### config.mk
export PLATFORM = sky130hd
export DESIGN_NAME = osg_channel
export DESIGN_NICKNAME = d
export VERILOG_FILES = /design/src/rtl/osg_pkg.sv /design/src/rtl/osg_rise_det.sv /design/src/rtl/osg_channel.sv
export SDC_FILE = /design/constraint.sdc
export NUM_CORES = 1
export LEC_CHECK = 0
export BUFFER_PORTS_ARGS = -buffer_cell sky130_fd_sc_hd__buf_2
export CORE_MARGIN = 10
export CORE_UTILIZATION = 45
export CTS_CLUSTER_SIZE = 40
export DETAILED_ROUTE_END_ITERATION = 10
export GPL_ROUTABILITY_DRIVEN = 1
export PLACE_DENSITY = 0.74
export SKIP_CTS_REPAIR_TIMING = 1
export SYNTH_ARGS = -nofsm -noshare
export SYNTH_HDL_FRONTEND = slang
export SYNTH_SLANG_ARGS = --single-unit
### constraint.sdc
create_clock -name ch_clk -period 5.16 [get_ports ch_clk]
set_input_delay 0.516 -clock ch_clk [delete_from_list [all_inputs] [get_ports ch_clk]]
set_output_delay 0.516 -clock ch_clk [all_outputs]
set_load 0.02 [all_outputs]
### src/rtl/osg_pkg.sv
// Shared types and constants for the output-sequence generator channels.
package osg_pkg;

  localparam int OSG_CNT_W = 28;
  localparam int OSG_N_CH  = 16;

  typedef enum logic [2:0] {
    IDLE,
    DELAY_WAIT,
    PULSE_HI,
    PULSE_LO,
    DONE
  } osg_ch_state_t;

endpackage

### src/rtl/osg_rise_det.sv
// Registered rising-edge detector. The history register resets high so a level
// that is already asserted when reset releases is not mistaken for an edge.
module osg_rise_det (
  input  logic clk,
  input  logic rst_n,
  input  logic din,
  output logic trig
);

  logic din_d;

  always_ff @(posedge clk or negedge rst_n) begin
    if (!rst_n) begin
      din_d <= 1'b1;
      trig  <= 1'b0;
    end else begin
      din_d <= din;
      trig  <= din & ~din_d;
    end
  end

endmodule

### src/rtl/osg_channel.sv
// One output-sequence channel: after a start edge, waits DELAY cycles, emits
// N_PULSES pulses of PULSE_W high every PERIOD cycles, then flags completion.
module osg_channel
  import osg_pkg::*;
#(
  parameter int               CNT_W    = OSG_CNT_W,
  parameter int               DELAY    = 50,
  parameter int               PULSE_W  = 10,
  parameter int               PERIOD   = 50,
  parameter logic [CNT_W-1:0] N_PULSES = CNT_W'(4)
) (
  input  logic             ch_clk,
  input  logic             ch_rst_n,
  input  logic             ch_start,
  input  logic             ch_en,
  output logic             ch_out,
  output logic             ch_busy,
  output logic             ch_end_flg,
  output logic [CNT_W-1:0] ch_pulse_cnt
);

  if (DELAY < 1 || PULSE_W < 1 || PERIOD <= PULSE_W || N_PULSES == '0) begin : g_bad_param
    $fatal(1, "osg_channel: illegal parameter combination");
  end

  // Each counter is loaded with (duration - 1) and the transition fires at zero.
  localparam logic [CNT_W-1:0] DLY_LD = CNT_W'(DELAY - 1);
  localparam logic [CNT_W-1:0] HI_LD  = CNT_W'(PULSE_W - 1);
  localparam logic [CNT_W-1:0] LO_LD  = CNT_W'(PERIOD - PULSE_W - 1);

  osg_ch_state_t    state;
  logic [CNT_W-1:0] cnt;
  logic             trig;

  osg_rise_det u_rise_det (
    .clk   (ch_clk),
    .rst_n (ch_rst_n),
    .din   (ch_start),
    .trig  (trig)
  );

  always_ff @(posedge ch_clk or negedge ch_rst_n) begin
    if (!ch_rst_n) begin
      state        <= IDLE;
      cnt          <= '0;
      ch_out       <= 1'b0;
      ch_busy      <= 1'b0;
      ch_end_flg   <= 1'b0;
      ch_pulse_cnt <= '0;
    end else begin
      case (state)
        IDLE: begin
          if (trig) begin
            ch_pulse_cnt <= '0;
            if (ch_en) begin
              state   <= DELAY_WAIT;
              cnt     <= DLY_LD;
              ch_busy <= 1'b1;
            end else begin
              // Flag is raised one edge later from DONE, so a disabled
              // channel reports completion without ever pulsing.
              state <= DONE;
            end
          end
        end

        DELAY_WAIT, PULSE_HI, PULSE_LO: begin
          if (!ch_start) begin
            state   <= IDLE;
            cnt     <= '0;
            ch_out  <= 1'b0;
            ch_busy <= 1'b0;
          end else if (cnt != '0) begin
            cnt <= cnt - CNT_W'(1);
          end else begin
            case (state)
              PULSE_HI: begin
                state  <= PULSE_LO;
                cnt    <= LO_LD;
                ch_out <= 1'b0;
              end
              PULSE_LO: begin
                if (ch_pulse_cnt < N_PULSES) begin
                  state        <= PULSE_HI;
                  cnt          <= HI_LD;
                  ch_out       <= 1'b1;
                  ch_pulse_cnt <= ch_pulse_cnt + CNT_W'(1);
                end else begin
                  state      <= DONE;
                  cnt        <= '0;
                  ch_busy    <= 1'b0;
                  ch_end_flg <= 1'b1;
                end
              end
              default: begin
                state        <= PULSE_HI;
                cnt          <= HI_LD;
                ch_out       <= 1'b1;
                ch_pulse_cnt <= ch_pulse_cnt + CNT_W'(1);
              end
            endcase
          end
        end

        DONE: begin
          if (!ch_start) begin
            state      <= IDLE;
            ch_end_flg <= 1'b0;
          end else begin
            ch_end_flg <= 1'b1;
          end
        end

        default: begin
          state   <= IDLE;
          cnt     <= '0;
          ch_out  <= 1'b0;
          ch_busy <= 1'b0;
        end
      endcase
    end
  end

endmodule

==> impl_metrics.csv <==
group,metric,value,unit
route,wl_per_cell,16.04,microns
power_and_ir_drop,power_density,467.8,nW/um^2
route,drcViolationCount,0,
finish,finish.instance_area,3900,sq um
finish,nets,427,
worst_setup_path,worstPathMaxFanout,24,
timing,finalCriticalPeriod,3.416,ns
clock_network,cts.sinks,64,
clock_network,clkTransAtPathRegs,0.07,ns
worst_setup_path,cp-start-kind,"register",
placement,dpl-instance-area,3735,sq um
placement,dp_hpwl,5.736,mm
power_and_ir_drop,comb_power_share,39.6,%
power_and_ir_drop,finalPower,0.001825,W
route,wl_met3,416,microns
grt,grt_max_degree,65,
worst_setup_path,regToRegStartpoint,"cnt[16]$_DFFE_PN0P_",
die,core,7647,sq um
clock_network,clkLatencyLatePin,0.34,ns
run,drv_cap,0,
clock_network,cts_tree,"built",
timing,tns,0,ns
worst_setup_path,worstSetupPathType,"reg -> reg",
timing,timing.fmax,292.8,MHz
synth,synthesis.area,3503,sq um
route,top_layer,"met4",
placement,io_buffer_count,34,
route,drtAntennaViolNets,0,
worst_setup_path,crit_path_start,"cnt[16]$_DFFE_PN0P_",
synth,async_reset_ff_share,100.0,%
clock_network,cts-root-buf,"clkbuf_8",
finish,synthToLayoutAreaGrowth,11.32,%
timing,setup_viol,0,
timing,maxSlewViolCount,0,
worst_setup_path,required,5.37,ns
route,dr_wl_met2,3.896,mm
die,io_pins,35,
synth,synth_edf_count,0,
min_path,hold_path.class,"in -> async",
synth,yosys-top-cells-area,"dfrtp_1 (45%), o21ai_0 (7.0%), nor2_1 (5.1%)",
synth,synth_area_leader_cell,"dfrtp_1",
synth,syn_nets,399,
power_and_ir_drop,p_sw_share,40.96,%
timing,worstMarginPinSlew,1.059,ns
power_and_ir_drop,pwr-share-seq,40.1,%
die,die_w,108.2,microns
synth,yosys_warnings,0,
synth,ys_types,53,
route,firstDrtPassIters,5,
synth,yosys_register_bits,64,
clock_network,cts_buffers,9,
finish,fin_util,51.00,%
timing,rsz0062_at_grt,"no",
power_and_ir_drop,p_leak,1.746,nW
clock_network,ctsLongestPathBuffers,2,
timing,fin_crit_sh,66.19,%
route,via_per_inst,5.996,
finish,antennaDiodeCount,0,
timing,finalHoldViolCount,0,
die,die_area,11710,sq um
power_and_ir_drop,clkPwrFrac,20.3,%
synth,ys.flop_type,"dfrtp_1",
worst_setup_path,end_kind,"register",
route,wl_met1,3.968,mm
grt,antenna_found_initial,0,
route,drt_iter0_markers,284,
synth,synth_seq_area_share,45.75,%
grt,grt_pass1_vias,2901,
timing,skew,0.01176,ns
timing,slew-limit-headroom,29.42,%
finish,final_layout_size_suffix_gt1_share,14.59,%
die,fp.dieH,108.2,microns
power_and_ir_drop,p_int,0.001077,W
die,rows,32,
route,routed_wl,8.455,mm
grt,grt_pass1_wl,14.32,mm
synth,syn_avg_cell_area,8.937,sq um
synth,synthCells,392,
worst_setup_path,arrival,3.62,ns
placement,globalplace.congestion,0.8468,
run_status,status,"finished, final reports clean",
power_and_ir_drop,power.switching,0.0007474,W
power_and_ir_drop,ir_worst_vdd,0.0002641,V
clock_network,htree_levels,3,
grt,grt_use_total,14.85,%
die,initial_utilization,45.81,%
grt,gr-total-overflow,0,
route,vias,3160,
synth,synth_top_area_share,45.00,%
timing,timing.hold.ws,0.3279,ns
-- metal layers --
layer	global-route usage (%)	up-vias
li1	-	1507
met1	20.16	1540
met2	22.46	101
met3	2.736	12
met4	6.870	0
met5	0	-
-- critical path, cell delays in order, from the launching register on --
cell	delay [ns]
dfrtp_1	0.40
or4_4	0.55
or3_1	0.47
or3_1	0.56
a21oi_2	0.88
o21ai_0	0.23
o2bb2ai_1	0.18
-- area by class of cell --
class | count | area [sq um]
multi-input combinational | 298 | 1770
clock buffer | 12 | 145.1
tap | 102 | 127.6
inverter | 9 | 33.78
sequential | 64 | 1603
timing repair buffer | 38 | 200.2
clock inverter | 4 | 20.02
fill | 700 | 3747
-- synthesized netlist by cell type, drive strengths merged, types with 9 or more instances --
master,number
nor2,48
nor3,13
clkbuf,15
nor4,15
nand2,24
o31ai,16
xnor2,15
inv,9
nand3,19
a21oi,15
a31oi,11
o21ai,51
dfrtp,63
-- registers in the layout, indices dropped and copies added, names as in the netlist --
signal	flops
ch_pulse_cnt	28
cnt	28
state	3
ch_busy	1
ch_end_flg	1
ch_out	1
u_rise_det.din_d	1
u_rise_det.trig	1
-- power by group through the flow --
stage | logic, W | registers [W] | clock network (W)
after global placement | 0.000700 | 0.000728 | 0
after floorplan | 0.000613 | 0.000711 | 0
after detailed placement | 0.000716 | 0.000738 | 0
after global routing | 0.000807 | 0.000747 | 0.000406
after CTS | 0.000725 | 0.000729 | 0.000385
final | 0.000722 | 0.000731 | 0.000371
-- per-stage QoR --
stage / cells / setup WS (ns)
after floorplan: 392 / 2.660
after global placement: 511 / 1.839
after detailed placement: 511 / 1.759
after CTS: 527 / 1.729
after global routing: 527 / 1.504
final: 527 / 1.744
-- final timing paths --
check | end | cells past startpoint | slack [ns]
max in group asynchronous | ch_pulse_cnt[23]$_DFFE_PN0P_ | 2 | 4.28
hold reg to reg | u_rise_det.trig$_DFF_PN0_ | 1 | 0.46
setup reg to reg | ch_busy$_DFFE_PN0P_ | 6 | 1.74
setup / recovery | ch_busy$_DFFE_PN0P_ | 6 | 1.74
hold / removal | ch_pulse_cnt[12]$_DFFE_PN0P_ | 2 | 0.33
min in group ch_clk | u_rise_det.din_d$_DFF_PN1_ | 1 | 0.38
-- layout by cell type, fill, tap and decap left out, drive strengths merged, types with 13 or more instances in the layout --
cell type,instances
dfrtp,63
o21ai,51
nor2,48
buf,38
nand2,24
nand3,19
o31ai,16
xnor2,15
nor4,15
a21oi,15
nor3,13
-- logic make-up (layout without fill, tap and decap cells) --
kind of cell,Yosys count,in the layout,share of synthesized area (%)
compound gates,110,110,19.07
xor+xnor,19,19,4.750
fa+ha+maj,3,3,1.072
buf+inv,30,63,3.786
flops,64,64,45.75
mux,3,3,0.8929
simple gates,163,163,24.68
Note: power is estimated with default switching activity, not from simulation.
